==> src/rtl/sync_filter.sv <==
// Per-channel multi-flop synchroniser followed by a stable-count debounce filter.
// Define SYNC_FILTER_EDGE_EN to build the registered rise/fall pulse outputs.
module sync_filter #(
    parameter int unsigned      WIDTH   = 4,
    parameter int unsigned      STAGES  = 2,
    parameter int unsigned      FILTER  = 4,
    parameter logic [WIDTH-1:0] RST_VAL = '0
) (
    input  logic             clk_i,
    input  logic             rst_i,
    input  logic             ena_i,
    input  logic [WIDTH-1:0] data_in_i,
    output logic [WIDTH-1:0] data_out_o,
    output logic [WIDTH-1:0] rise_o,
    output logic [WIDTH-1:0] fall_o
);

    localparam int unsigned     CntW   = $clog2(FILTER + 1);
    localparam logic [CntW-1:0] CntMax = CntW'(FILTER - 1);

    logic [WIDTH-1:0] sync_q [STAGES];
    logic [WIDTH-1:0] sync;
    logic [CntW-1:0]  cnt_q  [WIDTH];
    logic [CntW-1:0]  cnt_d  [WIDTH];
    logic [WIDTH-1:0] filt_q;
    logic [WIDTH-1:0] filt_d;

    assign sync = sync_q[STAGES-1];

    always_ff @(posedge clk_i) begin
        if (rst_i) begin
            for (int s = 0; s < int'(STAGES); s++) begin
                sync_q[s] <= RST_VAL;
            end
        end else if (ena_i) begin
            sync_q[0] <= data_in_i;
            for (int s = 1; s < int'(STAGES); s++) begin
                sync_q[s] <= sync_q[s-1];
            end
        end
    end

    // Any cycle where the synchronised level agrees with filt restarts the count,
    // so only an unbroken run of FILTER differing cycles can flip the output.
    always_comb begin
        filt_d = filt_q;
        for (int i = 0; i < int'(WIDTH); i++) begin
            cnt_d[i] = cnt_q[i];
            if (sync[i] == filt_q[i]) begin
                cnt_d[i] = '0;
            end else if (cnt_q[i] == CntMax) begin
                filt_d[i] = sync[i];
                cnt_d[i]  = '0;
            end else begin
                cnt_d[i] = cnt_q[i] + CntW'(1);
            end
        end
    end

    always_ff @(posedge clk_i) begin
        if (rst_i) begin
            filt_q <= RST_VAL;
            for (int i = 0; i < int'(WIDTH); i++) begin
                cnt_q[i] <= '0;
            end
        end else if (ena_i) begin
            filt_q <= filt_d;
            for (int i = 0; i < int'(WIDTH); i++) begin
                cnt_q[i] <= cnt_d[i];
            end
        end
    end

    assign data_out_o = filt_q;

`ifdef SYNC_FILTER_EDGE_EN
    logic [WIDTH-1:0] rise_q;
    logic [WIDTH-1:0] fall_q;

    // Pulses are registered alongside filt so they line up with the data_out change.
    always_ff @(posedge clk_i) begin
        if (rst_i || !ena_i) begin
            rise_q <= '0;
            fall_q <= '0;
        end else begin
            rise_q <= filt_d & ~filt_q;
            fall_q <= ~filt_d & filt_q;
        end
    end

    assign rise_o = rise_q;
    assign fall_o = fall_q;
`else
    assign rise_o = '0;
    assign fall_o = '0;
`endif

endmodule

==> config.mk <==
export PLATFORM = sky130hd
export DESIGN_NAME = sync_filter
export DESIGN_NICKNAME = d
export VERILOG_FILES = /design/src/rtl/sync_filter.sv
export SDC_FILE = /design/constraint.sdc
export NUM_CORES = 1
export LEC_CHECK = 0
export ABC_AREA = 1
export BUFFER_PORTS_ARGS = -buffer_cell sky130_fd_sc_hd__buf_2
export CORE_MARGIN = 3
export CORE_UTILIZATION = 55
export CTS_CLUSTER_SIZE = 10
export DETAILED_ROUTE_END_ITERATION = 16
export PLACE_DENSITY_LB_ADDON = 0.05
export SLEW_MARGIN = 20
export SYNTH_ARGS = -nofsm -noshare
export SYNTH_HDL_FRONTEND = slang
export SYNTH_SLANG_ARGS = --single-unit
==> constraint.sdc <==
create_clock -name clk_i -period 1.3 [get_ports clk_i]
set_input_delay 0.13 -clock clk_i [delete_from_list [all_inputs] [get_ports clk_i]]
set_output_delay 0.13 -clock clk_i [all_outputs]
set_load 0.01 [all_outputs]
### After elaboration in Yosys (flattened, before gate mapping)

Memory sizes are Yosys's and may differ from the RTL's.
Index checks and enable logic that the tools add are counted.

* word-level logic and storage cells: 51
* memories: 2
* flip-flop bits (word level): 4
* output and inout port bits: 12
* input port bits: 7
* RAM bits: 20

Memories
* cnt_q: words 4, width 3, read ports 4, clocked after memory_dff 0, write ports 4, line 23 `logic [CntW-1:0] cnt_q [WIDTH];`
* sync_q: words 2, width 4, read ports 2, clocked after memory_dff 0, write ports 2, line 21 `logic [WIDTH-1:0] sync_q [STAGES];`

* add/sub/neg operators: 4
* bitwise operators: 10
* reduce and logical (&&, ||, !) cells: 4
* mux-type cells: 19
* eq/ne operators: 8

Operators by type and width (number)
* $mux 3: 12
* $add 3x1->3 const B: 4
* $eq 3x2->1 const B: 4
* $reduce_and 3->1: 4
* $mux 4: 2
* $or 1x1->1: 6
* $mux 1: 5
* $eq 1x1->1: 4
* $not 1->1: 4

### Longest topological paths before layout

An unclocked memory read counts as a cell.

* depth after elaboration: 5
* depth in mapped cells: 6
* mapped depth without buffers: 5

### Worst setup path after synthesis

No wires, ideal clock.

* kind: register to register
* from: memory cnt_q[0][0] in the netlist's numbering
* to: memory cnt_q[0][0] in the netlist's numbering (data pin)
* buffers on the path: 0
* clock period less this slack: 1.156 ns
* setup time: 0.138 ns
* setup slack: 0.144 ns
* arrival time: 1.018 ns
* data required time: 1.162 ns
* cell stages (with the launch flop): 6
* path through: edfxtp_1 ha_1 ha_1 nor2_4 nand2_2 nor2_1

RTL lines (line)
* start, declared: 23

==> run_results.csv <==
group,metric,value,unit
run_status,outcome,"finished, final reports clean",
synthesis,ys_top_cells_by_area,"edfxtp_1 (49%), ha_1 (8.2%), nor2_1 (8.0%)",
critical_path,worstPathMaxFanout,3,
global_routing,grt.overflow.total,0,
place,routabilityCongestion,0.736,
sta,period_needed,1270,ps
place,place_ws,-10.5,ps
clock_tree,insertion_delay,300,ps
sta,layout_setup_ws,30.5,ps
critical_path,path_cells,"ha_1 -> ha_2 -> nor2_4 -> nand2_2 -> nor2_1",
detailed_routing,drc,0,
global_routing,grt_usage,0.150,
floorplan,dieWidth,53.1,um
flow_run,maxCapViolations,0,
synthesis,synth_top_area_cell,"edfxtp_1",
critical_path,timing_worst_setup_path_type,"flop to flop",
detailed_routing,drt-total-wl,1.73,mm
clock_tree,ctsRootBufferMaster,"clkbuf_4",
critical_path,worstPathRequired,1470,ps
place,place_area,1270,um^2
synthesis,ys_types,16,
power_and_ir_drop,pwr_density_cell,994,nW/um^2
layout,nNetsFinal,157,
synthesis,netlist_area,1220,um^2
sta,period_share,0.977,
critical_path,startpoint_type,"flop",
floorplan,die_h,53.1,um
synthesis,synth_ff_type,"edfxtp_1",
synthesis,ys_warn_count,0,
sta,fin_worst_skew,10.2,ps
sta,max_freq,788,MHz
min_path,worstHoldPathType,"input pin to flop",
clock_tree,cts_sinks,24,
synthesis,yosysMostFrequentCell,"nor2_1",
global_routing,antenna_found_initial,0,
detailed_routing,routedWlPerCell,10.3,um
clock_tree,holdBufCountCts,0,
layout,finalNonFillerCells,167,
floorplan,ios,19,
synthesis,ys_seq_elements,24,
detailed_routing,drtIter0Drc,5,
synthesis,synth-edff-count,20,
sta,finalHoldViolCount,0,
synthesis,async_flop_share,0,
layout,n_antenna_cell,0,
place,placed_cells,162,
sta,rsz0062_at_grt,"yes",
layout,area_growth,10.9,%
place,numPortBuffers,10,
synthesis,netlist_instances,126,
critical_path,critPathMaxStageDelay,430,ps
clock_tree,cts_max_level,1,
synthesis,yosys.area.top_type_share,0.493,
critical_path,r2r_start,"cnt_q[1][0]",
sta,setup_violations,0,
detailed_routing,ant_nets,0,
synthesis,ys_seq_area_frac,0.559,
clock_tree,cts_tree,"done",
floorplan,rows,16,
critical_path,critPathCaptureType,"flop",
detailed_routing,dr.pass1.iters,4,
global_routing,grt_max_degree,13,
detailed_routing,via_per_inst,4.57,
floorplan,start_util,0.603,
floorplan,core,2020,um^2
critical_path,slowest_stage,"edfxtp_1",
critical_path,cp-startpoint,"cnt_q[1][0]",
place,hpwl,1.30,mm
power_and_ir_drop,ir_worst_vdd,653,uV
sta,final_max_slew_viol_count,0,
clock_tree,cts_inserted_buffers,3,
detailed_routing,num_vias,763,
layout,drive_above_1_share,0.229,
layout,final_area,1350,um^2
layout,utilization,0.668,
clock_tree,cts_buffer_depth,2,
critical_path,arrival,1440,ps
global_routing,grt_pass1_wl,3.06,mm
synthesis,synthTopCellsByCount,"nor2_1 (26), inv_1 (24), edfxtp_1 (20)",
global_routing,grt_pass1_vias,773,
clock_tree,clkTransAtPathRegs,130,ps
min_path,worstHoldStart,"data_in_i[0]",
floorplan,dieArea,2820,um^2
synthesis,postSynthAreaPerCell,9.67,um^2
power_and_ir_drop,p_leak,0.610,nW
-- where the power goes --
group          switching (W)  internal, W  leakage (nW)
Clock               0.000204     0.000108        0.0138
Combinational      0.0000844    0.0000556         0.342
Sequential         0.0000178     0.000874         0.254
-- state kept, by name (all words and copies together) (netlist names) --
signal and flops:
sync_q 8, cnt_q 12, data_out_o 4
-- layout make-up --
class	instances	area, um^2
well taps	27	33.8
flip-flops and latches	24	681
multi-input cells	74	428
clock buffers	3	22.5
fillers	174	671
inverters	25	93.8
repair buffers	14	92.6
-- critical path: cells and delay by family (launching register included) --
| family | cells | cell delay (ps) |
|---|---|---|
| DFF | 1 | 430 |
| and+or+nand+nor | 3 | 270 |
| adders and majority gates | 2 | 420 |
-- metrics by stage --
stage,total power (W),setup TNS [ps],hold WS (ps)
after CTS,0.00134,0,114
after detailed placement,0.00104,-10.5,431
after floorplan,0.00102,0,312
after global routing,0.00140,-46.0,127
final,0.00134,0,115
after global placement,0.00103,0,422
-- placed cells by master (no fill, tap or decap) --
cell type and count:
a21oi_1 4, ha_1 1, nor2_2 1, o21ai_0 4, buf_2 10, ha_4 2
nor2_4 2, inv_2 1, dfxtp_1 4, clkbuf_4 3, buf_12 1, or2_2 1
nand2_1 18, nor2_1 25, ha_2 5, edfxtp_1 20, inv_1 24, nand2_4 1
nand2_2 2, buf_4 3, conb_1 8
-- worst paths after layout --
path	slack, ps	cells after the start	endpoint
worst max-delay path	30	5	cnt_q[1][0]
worst min-delay path	110	3	sync_q[0][0]
worst max register to register	30	5	cnt_q[1][0]
worst min register to register	550	2	data_out_o[3]
-- routing by layer --
metal	up-vias	share of wire	global-route usage
li1	400	-	-
met1	346	0.47	0.159
met2	15	0.49	0.279
met3	2	0.040	0.0254
met4	0	0.0052	0.0766
met5	-	0	0
-- cells by family (layout without fill, tap and decap cells) --
logic type | count (synthesis) | in the layout | synth area share
AOI/OAI and AO/OA | 8 | 8 | 0.0329
adders and majority gates | 8 | 8 | 0.0821
buffers and inverters | 35 | 42 | 0.145
DFF | 24 | 24 | 0.559
other | 1 | 8 | 0.00308
and+or+nand+nor | 50 | 50 | 0.179
-- timing repair --
action / in CTS / in global routing
resized for setup: 1 / 9
pin swaps: 0 / 6
setup buffers: 0 / 2
endpoints found under the setup margin: 1 / 12
No activity file was read; power rests on OpenSTA's default activity.
